File: config.mk
export PLATFORM = sky130hd
export DESIGN_NAME = alu_seq_exec_flat
export DESIGN_NICKNAME = d
export VERILOG_FILES = /design/src/rtl/alu_seq_pkg.sv /design/src/rtl/alu_seq_exec_if.sv /design/src/rtl/alu_seq_exec_comb_core.sv /design/src/rtl/alu_seq_exec.sv /design/src/flat_wrapper.sv
export SDC_FILE = /design/constraint.sdc
export NUM_CORES = 1
export LEC_CHECK = 0
export BUFFER_PORTS_ARGS = -buffer_cell sky130_fd_sc_hd__buf_2
export CORE_MARGIN = 2
export CORE_UTILIZATION = 66
export CTS_CLUSTER_DIAMETER = 50
export DETAILED_ROUTE_END_ITERATION = 16
export HOLD_SLACK_MARGIN = 0.08
export PLACE_DENSITY = 0.95
export SYNTH_ARGS = -nofsm -noshare
export SYNTH_HDL_FRONTEND = slang
export SYNTH_SLANG_ARGS = --single-unit
File: constraint.sdc
create_clock -name clk -period 11.5 [get_ports clk]
set_clock_uncertainty 0.2 [all_clocks]
set_input_delay 2.3 -clock clk [delete_from_list [all_inputs] [get_ports clk]]
set_output_delay 2.3 -clock clk [all_outputs]
set_load 0.01 [all_outputs]
File: src/rtl/alu_seq_pkg.sv
// Shared types for the sequential execute-stage ALU: operation codes, FSM states, helpers.
// Build option ALU_BARREL_SHIFT_EN selects one-cycle barrel shifts over iterative shifts.
package alu_seq_pkg;

    localparam int ALU_OP_W = 4;

    typedef enum logic [ALU_OP_W-1:0] {
        ALU_AND = 4'b0000,
        ALU_XOR = 4'b0001,
        ALU_ADD = 4'b0010,
        ALU_OR  = 4'b0011,
        ALU_SLL = 4'b0100,
        ALU_SRL = 4'b0101,
        ALU_SUB = 4'b0110,
        ALU_SRA = 4'b0111,
        ALU_EQ  = 4'b1000,
        ALU_SLT = 4'b1101
    } alu_op_e;

    typedef enum logic [1:0] {
        IDLE  = 2'd0,
        SHIFT = 2'd1,
        DONE  = 2'd2
    } alu_state_e;

    function automatic logic is_shift_op(input alu_op_e op);
        return (op == ALU_SLL) || (op == ALU_SRL) || (op == ALU_SRA);
    endfunction

endpackage

File: src/rtl/alu_seq_exec_if.sv
// Request/response bundle between the datapath and alu_seq_exec.
// master = datapath side, slave = ALU side.
interface alu_seq_exec_if
    import alu_seq_pkg::*;
#(
    parameter int DATA_WIDTH = 32
);
    logic [DATA_WIDTH-1:0] SrcA;
    logic [DATA_WIDTH-1:0] SrcB;
    logic [ALU_OP_W-1:0]   Operation;
    logic                  InValid;
    logic                  InReady;
    logic [DATA_WIDTH-1:0] ALUResult;
    logic                  Zero;
    logic                  OutValid;
    logic                  OutReady;

    modport master (
        output SrcA, SrcB, Operation, InValid, OutReady,
        input  InReady, ALUResult, Zero, OutValid
    );

    modport slave (
        input  SrcA, SrcB, Operation, InValid, OutReady,
        output InReady, ALUResult, Zero, OutValid
    );

endinterface

File: src/rtl/alu_seq_exec_comb_core.sv
// alu_comb_core: purely combinational evaluator for single-cycle ops; with ALU_BARREL_SHIFT_EN
// it also evaluates shifts, otherwise shift codes return 0 and the caller iterates them.
module alu_comb_core
    import alu_seq_pkg::*;
#(
    parameter int DATA_WIDTH = 32
) (
    input  logic [DATA_WIDTH-1:0] a_i,
    input  logic [DATA_WIDTH-1:0] b_i,
    input  alu_op_e               op_i,
    output logic [DATA_WIDTH-1:0] result_o
);

`ifdef ALU_BARREL_SHIFT_EN
    localparam int SHAMT_WIDTH = $clog2(DATA_WIDTH);
    logic [SHAMT_WIDTH-1:0] shamt;
    assign shamt = b_i[SHAMT_WIDTH-1:0];
`endif

    always_comb begin
        result_o = '0;
        case (op_i)
            ALU_AND: result_o = a_i & b_i;
            ALU_XOR: result_o = a_i ^ b_i;
            ALU_ADD: result_o = a_i + b_i;
            ALU_OR:  result_o = a_i | b_i;
            ALU_SUB: result_o = a_i - b_i;
            ALU_EQ:  result_o = {{(DATA_WIDTH-1){1'b0}}, (a_i == b_i)};
            ALU_SLT: result_o = {{(DATA_WIDTH-1){1'b0}}, ($signed(a_i) < $signed(b_i))};
`ifdef ALU_BARREL_SHIFT_EN
            ALU_SLL: result_o = a_i << shamt;
            ALU_SRL: result_o = a_i >> shamt;
            ALU_SRA: result_o = $signed(a_i) >>> shamt;
`endif
            default: result_o = '0;
        endcase
    end

endmodule

File: src/rtl/alu_seq_exec.sv
// Execute-stage ALU with valid/ready on both sides; shifts take one cycle per bit unless
// ALU_BARREL_SHIFT_EN is defined, in which case every operation has latency 1.
module alu_seq_exec
    import alu_seq_pkg::*;
#(
    parameter int DATA_WIDTH = 32
) (
    input logic           clk,
    input logic           reset,
    alu_seq_exec_if.slave bus
);

    alu_state_e            state_q;
    logic [DATA_WIDTH-1:0] result_q;
    logic                  zero_q;
    logic                  out_vld_q;

    alu_op_e               op_in;
    logic                  accept;
    logic [DATA_WIDTH-1:0] core_res;
    logic [DATA_WIDTH-1:0] idle_res_d;

    assign op_in       = alu_op_e'(bus.Operation);
    // Ready is decoded from state so it is already high on the first cycle out of reset.
    assign bus.InReady = (state_q == IDLE) && !reset;
    assign accept      = bus.InValid && bus.InReady;

    alu_comb_core #(.DATA_WIDTH(DATA_WIDTH)) u_core (
        .a_i      (bus.SrcA),
        .b_i      (bus.SrcB),
        .op_i     (op_in),
        .result_o (core_res)
    );

`ifndef ALU_BARREL_SHIFT_EN
    localparam int SHAMT_WIDTH = $clog2(DATA_WIDTH);

    logic [SHAMT_WIDTH-1:0] cnt_q;
    logic [SHAMT_WIDTH-1:0] sh_amt;
    logic [DATA_WIDTH-1:0]  work_q;
    logic [DATA_WIDTH-1:0]  work_d;
    alu_op_e                sh_op_q;
    logic                   start_shift;

    assign sh_amt      = bus.SrcB[SHAMT_WIDTH-1:0];
    assign start_shift = is_shift_op(op_in) && (sh_amt != '0);
    // A zero-amount shift falls through the IDLE path and returns SrcA unchanged.
    assign idle_res_d  = is_shift_op(op_in) ? bus.SrcA : core_res;

    always_comb begin
        work_d = work_q;
        case (sh_op_q)
            ALU_SLL: work_d = {work_q[DATA_WIDTH-2:0], 1'b0};
            ALU_SRL: work_d = {1'b0, work_q[DATA_WIDTH-1:1]};
            default: work_d = {work_q[DATA_WIDTH-1], work_q[DATA_WIDTH-1:1]};
        endcase
    end
`else
    assign idle_res_d = core_res;
`endif

    always_ff @(posedge clk) begin
        if (reset) begin
            state_q   <= IDLE;
            result_q  <= '0;
            zero_q    <= 1'b0;
            out_vld_q <= 1'b0;
`ifndef ALU_BARREL_SHIFT_EN
            cnt_q     <= '0;
            work_q    <= '0;
            sh_op_q   <= ALU_SLL;
`endif
        end else begin
            case (state_q)
                IDLE: begin
                    if (accept) begin
`ifndef ALU_BARREL_SHIFT_EN
                        if (start_shift) begin
                            work_q  <= bus.SrcA;
                            cnt_q   <= sh_amt;
                            sh_op_q <= op_in;
                            state_q <= SHIFT;
                        end else begin
                            result_q  <= idle_res_d;
                            zero_q    <= (idle_res_d == '0);
                            out_vld_q <= 1'b1;
                            state_q   <= DONE;
                        end
`else
                        result_q  <= idle_res_d;
                        zero_q    <= (idle_res_d == '0);
                        out_vld_q <= 1'b1;
                        state_q   <= DONE;
`endif
                    end
                end
`ifndef ALU_BARREL_SHIFT_EN
                SHIFT: begin
                    work_q <= work_d;
                    cnt_q  <= cnt_q - SHAMT_WIDTH'(1);
                    if (cnt_q == SHAMT_WIDTH'(1)) begin
                        result_q  <= work_d;
                        zero_q    <= (work_d == '0);
                        out_vld_q <= 1'b1;
                        state_q   <= DONE;
                    end
                end
`endif
                DONE: begin
                    if (bus.OutReady) begin
                        out_vld_q <= 1'b0;
                        state_q   <= IDLE;
                    end
                end
                default: begin
                    out_vld_q <= 1'b0;
                    state_q   <= IDLE;
                end
            endcase
        end
    end

    assign bus.ALUResult = result_q;
    assign bus.Zero      = zero_q;
    assign bus.OutValid  = out_vld_q;

endmodule

File: src/flat_wrapper.sv
// flat-port wrapper written by rule: the top's interface ports become plain ports
module alu_seq_exec_flat import alu_seq_pkg::*;
#(
    parameter int DATA_WIDTH = 32
)
  (clk, reset, bus_SrcA, bus_SrcB, bus_Operation, bus_InValid, bus_OutReady, bus_InReady, bus_ALUResult, bus_Zero, bus_OutValid);
  alu_seq_exec_if #(.DATA_WIDTH(DATA_WIDTH)) bus_i ();
  input logic clk;
  input logic reset;
  input wire logic [$bits(bus_i.SrcA)-1:0] bus_SrcA;
  input wire logic [$bits(bus_i.SrcB)-1:0] bus_SrcB;
  input wire logic [$bits(bus_i.Operation)-1:0] bus_Operation;
  input wire logic [$bits(bus_i.InValid)-1:0] bus_InValid;
  input wire logic [$bits(bus_i.OutReady)-1:0] bus_OutReady;
  output wire logic [$bits(bus_i.InReady)-1:0] bus_InReady;
  output wire logic [$bits(bus_i.ALUResult)-1:0] bus_ALUResult;
  output wire logic [$bits(bus_i.Zero)-1:0] bus_Zero;
  output wire logic [$bits(bus_i.OutValid)-1:0] bus_OutValid;
  assign bus_i.SrcA = bus_SrcA;
  assign bus_i.SrcB = bus_SrcB;
  assign bus_i.Operation = bus_Operation;
  assign bus_i.InValid = bus_InValid;
  assign bus_i.OutReady = bus_OutReady;
  assign bus_InReady = bus_i.InReady;
  assign bus_ALUResult = bus_i.ALUResult;
  assign bus_Zero = bus_i.Zero;
  assign bus_OutValid = bus_i.OutValid;
  alu_seq_exec #(.DATA_WIDTH(DATA_WIDTH)) u_core (.clk(clk), .reset(reset), .bus(bus_i));
endmodule
==> reports/qor.csv <==
stage,metric,value,unit
yosys,synthDistinctLibCells,94,
place,hpwlAfterDp,26100,um
sta,fin_crit_sh,56.4,%
clock_network,hold_buffers,0,
critical_path,crit_path_end,u_core.work_q[14]$_SDFFE_PP0P_,
yosys,synth_fa_ha_area_share,14.0,%
job,max_cap_violations,0,
clock_network,cts.sinks,77,
finish,stdcell_count,1567,
yosys,ys_seq_area_share,16.5,%
critical_path,r2r_cells,12,
clock_network,ctsResizeCount,0,
yosys,syn-num-nets,1515,
clock_network,cts_tree,yes,
min_path,hold_path.class,reg2reg,
critical_path,slowest_delay,0.96,ns
critical_path,cp_cell_sequence,buf_2 -> inv_1 -> or3_1 -> nor2_1 -> nand3_1 -> buf_4 -> nand2_1 -> o22ai_1 -> nor3_1,
clock_network,clock_path_buffers,2,
yosys,async_reset_ff_share,0,%
floorplanning,dieArea,0.0151,sq mm
place,dp_cells,1550,
route,avgViaCountPerCell,7.19,
pwr,ir_worst_vdd,0.0955,mV
clock_network,path_clk_slew,0.06,ns
critical_path,path_max_fanout,38,
route,vias,11300,
pwr,total_power,0.965,mW
pwr,swShare,39.8,%
critical_path,crit_arrival,6.55,ns
grt,grt_max_degree,82,
critical_path,r2r-end,u_core.bus.Zero$_SDFFE_PP0P_,
yosys,ys.flop_type,dfxtp_1,
yosys,yosysTopAreaCell,dfxtp_1,
critical_path,cpMaxStageDelayCell,nand2_1,
yosys,synthCells,1340,
grt,grt.overflow.total,0,
clock_network,htreeDepth,3,
grt,grt.total_usage,46.3,%
critical_path,cp-start-kind,input port,
route,drt_wl_total,35500,um
sta,period_minus_slack,6.48,ns
sta,rsz0062_at_grt,false,
pwr,comb_power_share,40.5,%
critical_path,r2r-start,u_core.state_q[0]$_SDFFE_PP0P_,
pwr,p_clk_share,29.3,%
floorplanning,die_h,123,um
critical_path,reg2reg_slack,7.67,ns
grt,grt_pass1_vias,10300,
place,place_congestion,1.09,
finish,syn_to_final_growth,8.63,%
floorplanning,initial_core_util,67.5,%
yosys,synth_area_leaders,"dfxtp_1, ha_1, nand2_1",
floorplanning,core_region_area,0.0138,sq mm
clock_network,cts_buffers,9,
yosys,avgSynthCellArea,6.97,sq um
yosys,synth_simple_gate_area_share,26.2,%
place,dp_slack,5.16,ns
floorplanning,std_cell_rows,43,
critical_path,critPathKind,in2reg,
yosys,synth_edf_count,0,
sta,relSlewSlack,18.3,%
yosys,synth_xor_area_share,1.41,%
grt,grt_pass1_wl,54200,um
critical_path,setup.worst_path.start,bus_Operation[2],
clock_network,clock_latency,0.35,ns
finish,drive_gt1_share,12.2,%
critical_path,critical_path_required,11.57,ns
clock_network,post_cts_buffers,0,
outcome,status,completed,
route,firstDrtPassIters,9,
yosys,ys_warn_count,0,
sta,drv_slew,0,
yosys,synth-compound-area-share,32.3,%
yosys,synth.area.mux_share,1.62,%
route,wl_per_cell,22.6,um
sta,fin_ws,5.02,ns
sta,setup_viol,0,
pwr,switching_power,0.385,mW
finish,fin_util,73.4,%
sta,timing.fmax,0.154,GHz
pwr,sequentialPowerShare,30.2,%
pwr,p_per_area,95.1,mW/mm^2
floorplanning,fp.dieW,123,um
sta,finalSetupTns,0,ns
yosys,synth_top_family_by_area,compound AO/OA/AOI/OAI gates,
route,drt_iter0_drc,2238,
finish,final_nets,1556,
sta,worstMarginPinSlew,1.22,ns
yosys,yosys_register_bits,77,
yosys,syn_area,0.00934,sq mm
yosys,synth_top_area_share,16.5,%
grt,grt_antenna_before_repair,1,
place,io_buffer_count,106,
critical_path,worst_setup_path_end_kind,flop,
sta,hold_viol_final,0,
pwr,intPower,0.581,mW
clock_network,cts_root_buf,clkbuf_16,
route,drcViolationCount,0,
floorplanning,num_io_pins,107,
pwr,leakagePower,4.34,nW
route,ant_nets,0,
cells in the final DEF, fill, tap and decap left out, types with 13 or more instances in the layout:
cell type  Yosys  routed
a211oi_1      31      31
a21oi_1      109     109
a221oi_1      25      25
a31oi_1       15      15
and3_1        15      15
buf_2         20     106
buf_4          2      13
dfxtp_1       77      77
ha_1         101     101
inv_1         94      94
mux2i_1       14      14
nand2_1      162     162
nand3_1       30      30
nand4_1       14      14
nor2_1       139     139
nor3_1        46      45
nor4_1        19      19
o211ai_1      28      28
o21ai_0       60      60
o31ai_1       15      15
xnor2_1       13      13
cells in the mapped netlist, drive strengths merged, types with 12 or more instances:
library cell  count
o211ai           28
buf              28
nand2           163
o31ai            16
inv              97
a211oi           33
clkbuf           61
nor4             21
nor2            139
nand4            14
dfxtp            77
mux2i            14
nand2b           13
and3             15
nand3            30
ha              101
nor2b            13
a21oi           111
a221oi           26
or3              12
o21ai            71
a31oi            15
xnor2            13
nor3             50
area by class of cell:
class,count,area [sq um]
Fill cell,1114,3680
Timing Repair Buffer,119,628
Tap cell,180,225
Clock inverter,6,63.8
Clock buffer,10,229
Multi-Input combinational cell,1077,7090
Inverter,97,364
Sequential cell,77,1540
Antenna cell,1,2.50
critical path: cells and delay by family:
| kind | cells | cell delay (ns) |
|---|---|---|
| AOI/OAI and AO/OA | 1 | 0.48 |
| and+or+nand+nor | 5 | 2.57 |
| buffers and inverters | 3 | 1.18 |
sequential cells by signal, summed over array words and instances, names as in the netlist:
name                  flops
u_core.work_q            32
u_core.bus.ALUResult     32
u_core.cnt_q              5
u_core.bus.OutValid       1
u_core.bus.Zero           1
u_core.sh_op_q            4
u_core.state_q            2
power by group through the flow:
stage | sequential (mW) | combinational [mW] | clock (mW)
floorplan | 0.295 | 0.259 | 0
detailed placement | 0.296 | 0.370 | 0
global route | 0.292 | 0.416 | 0.293
CTS | 0.290 | 0.373 | 0.280
finish | 0.291 | 0.391 | 0.283
global placement | 0.295 | 0.365 | 0
per-stage QoR:
| stage | instance area, sq um | hold slack, ns |
|---|---|---|
| after detailed placement | 9850 | 0.235 |
| after global routing | 10100 | 0.280 |
| after CTS | 10100 | 0.249 |
| after floorplan | 9340 | 0.215 |
| after global placement | 9850 | 0.228 |
| final | 10100 | 0.246 |
cells by family (layout without fill, tap and decap cells):
logic type,Yosys count,after routing
AO/OA/AOI/OAI,432,432
XOR/XNOR,15,15
adder cells (fa/ha/maj),103,103
buffers and inverters,186,232
flip-flops,77,77
multiplexers,15,15
other,0,1
AND/OR/NAND/NOR,512,512
worst min path at each step:
stage / from / endpoint / slack [ns] / cells after the start
global route: u_core.bus.ALUResult[4]$_SDFFE_PP0P_ / u_core.bus.ALUResult[4]$_SDFFE_PP0P_ / 0.28 / 2
floorplan: u_core.sh_op_q[2]$_SDFFE_PP1P_ / u_core.sh_op_q[2]$_SDFFE_PP1P_ / 0.22 / 1
CTS: u_core.bus.ALUResult[28]$_SDFFE_PP0P_ / u_core.bus.ALUResult[28]$_SDFFE_PP0P_ / 0.25 / 2
global placement: u_core.sh_op_q[2]$_SDFFE_PP1P_ / u_core.sh_op_q[2]$_SDFFE_PP1P_ / 0.23 / 1
finish: u_core.bus.ALUResult[26]$_SDFFE_PP0P_ / u_core.bus.ALUResult[26]$_SDFFE_PP0P_ / 0.25 / 2
detailed placement: u_core.sh_op_q[2]$_SDFFE_PP1P_ / u_core.sh_op_q[2]$_SDFFE_PP1P_ / 0.23 / 1
per-layer routing:
layer / part of all wire [%] / up-vias / GRT usage (%)
met5: 0 / - / 0
li1: - / 4990 / -
met2: 41 / 983 / 69.4
met3: 14 / 279 / 11.2
met1: 36 / 5011 / 56.8
met4: 9.7 / 0 / 36.1
(Power assumes the default switching activity.)
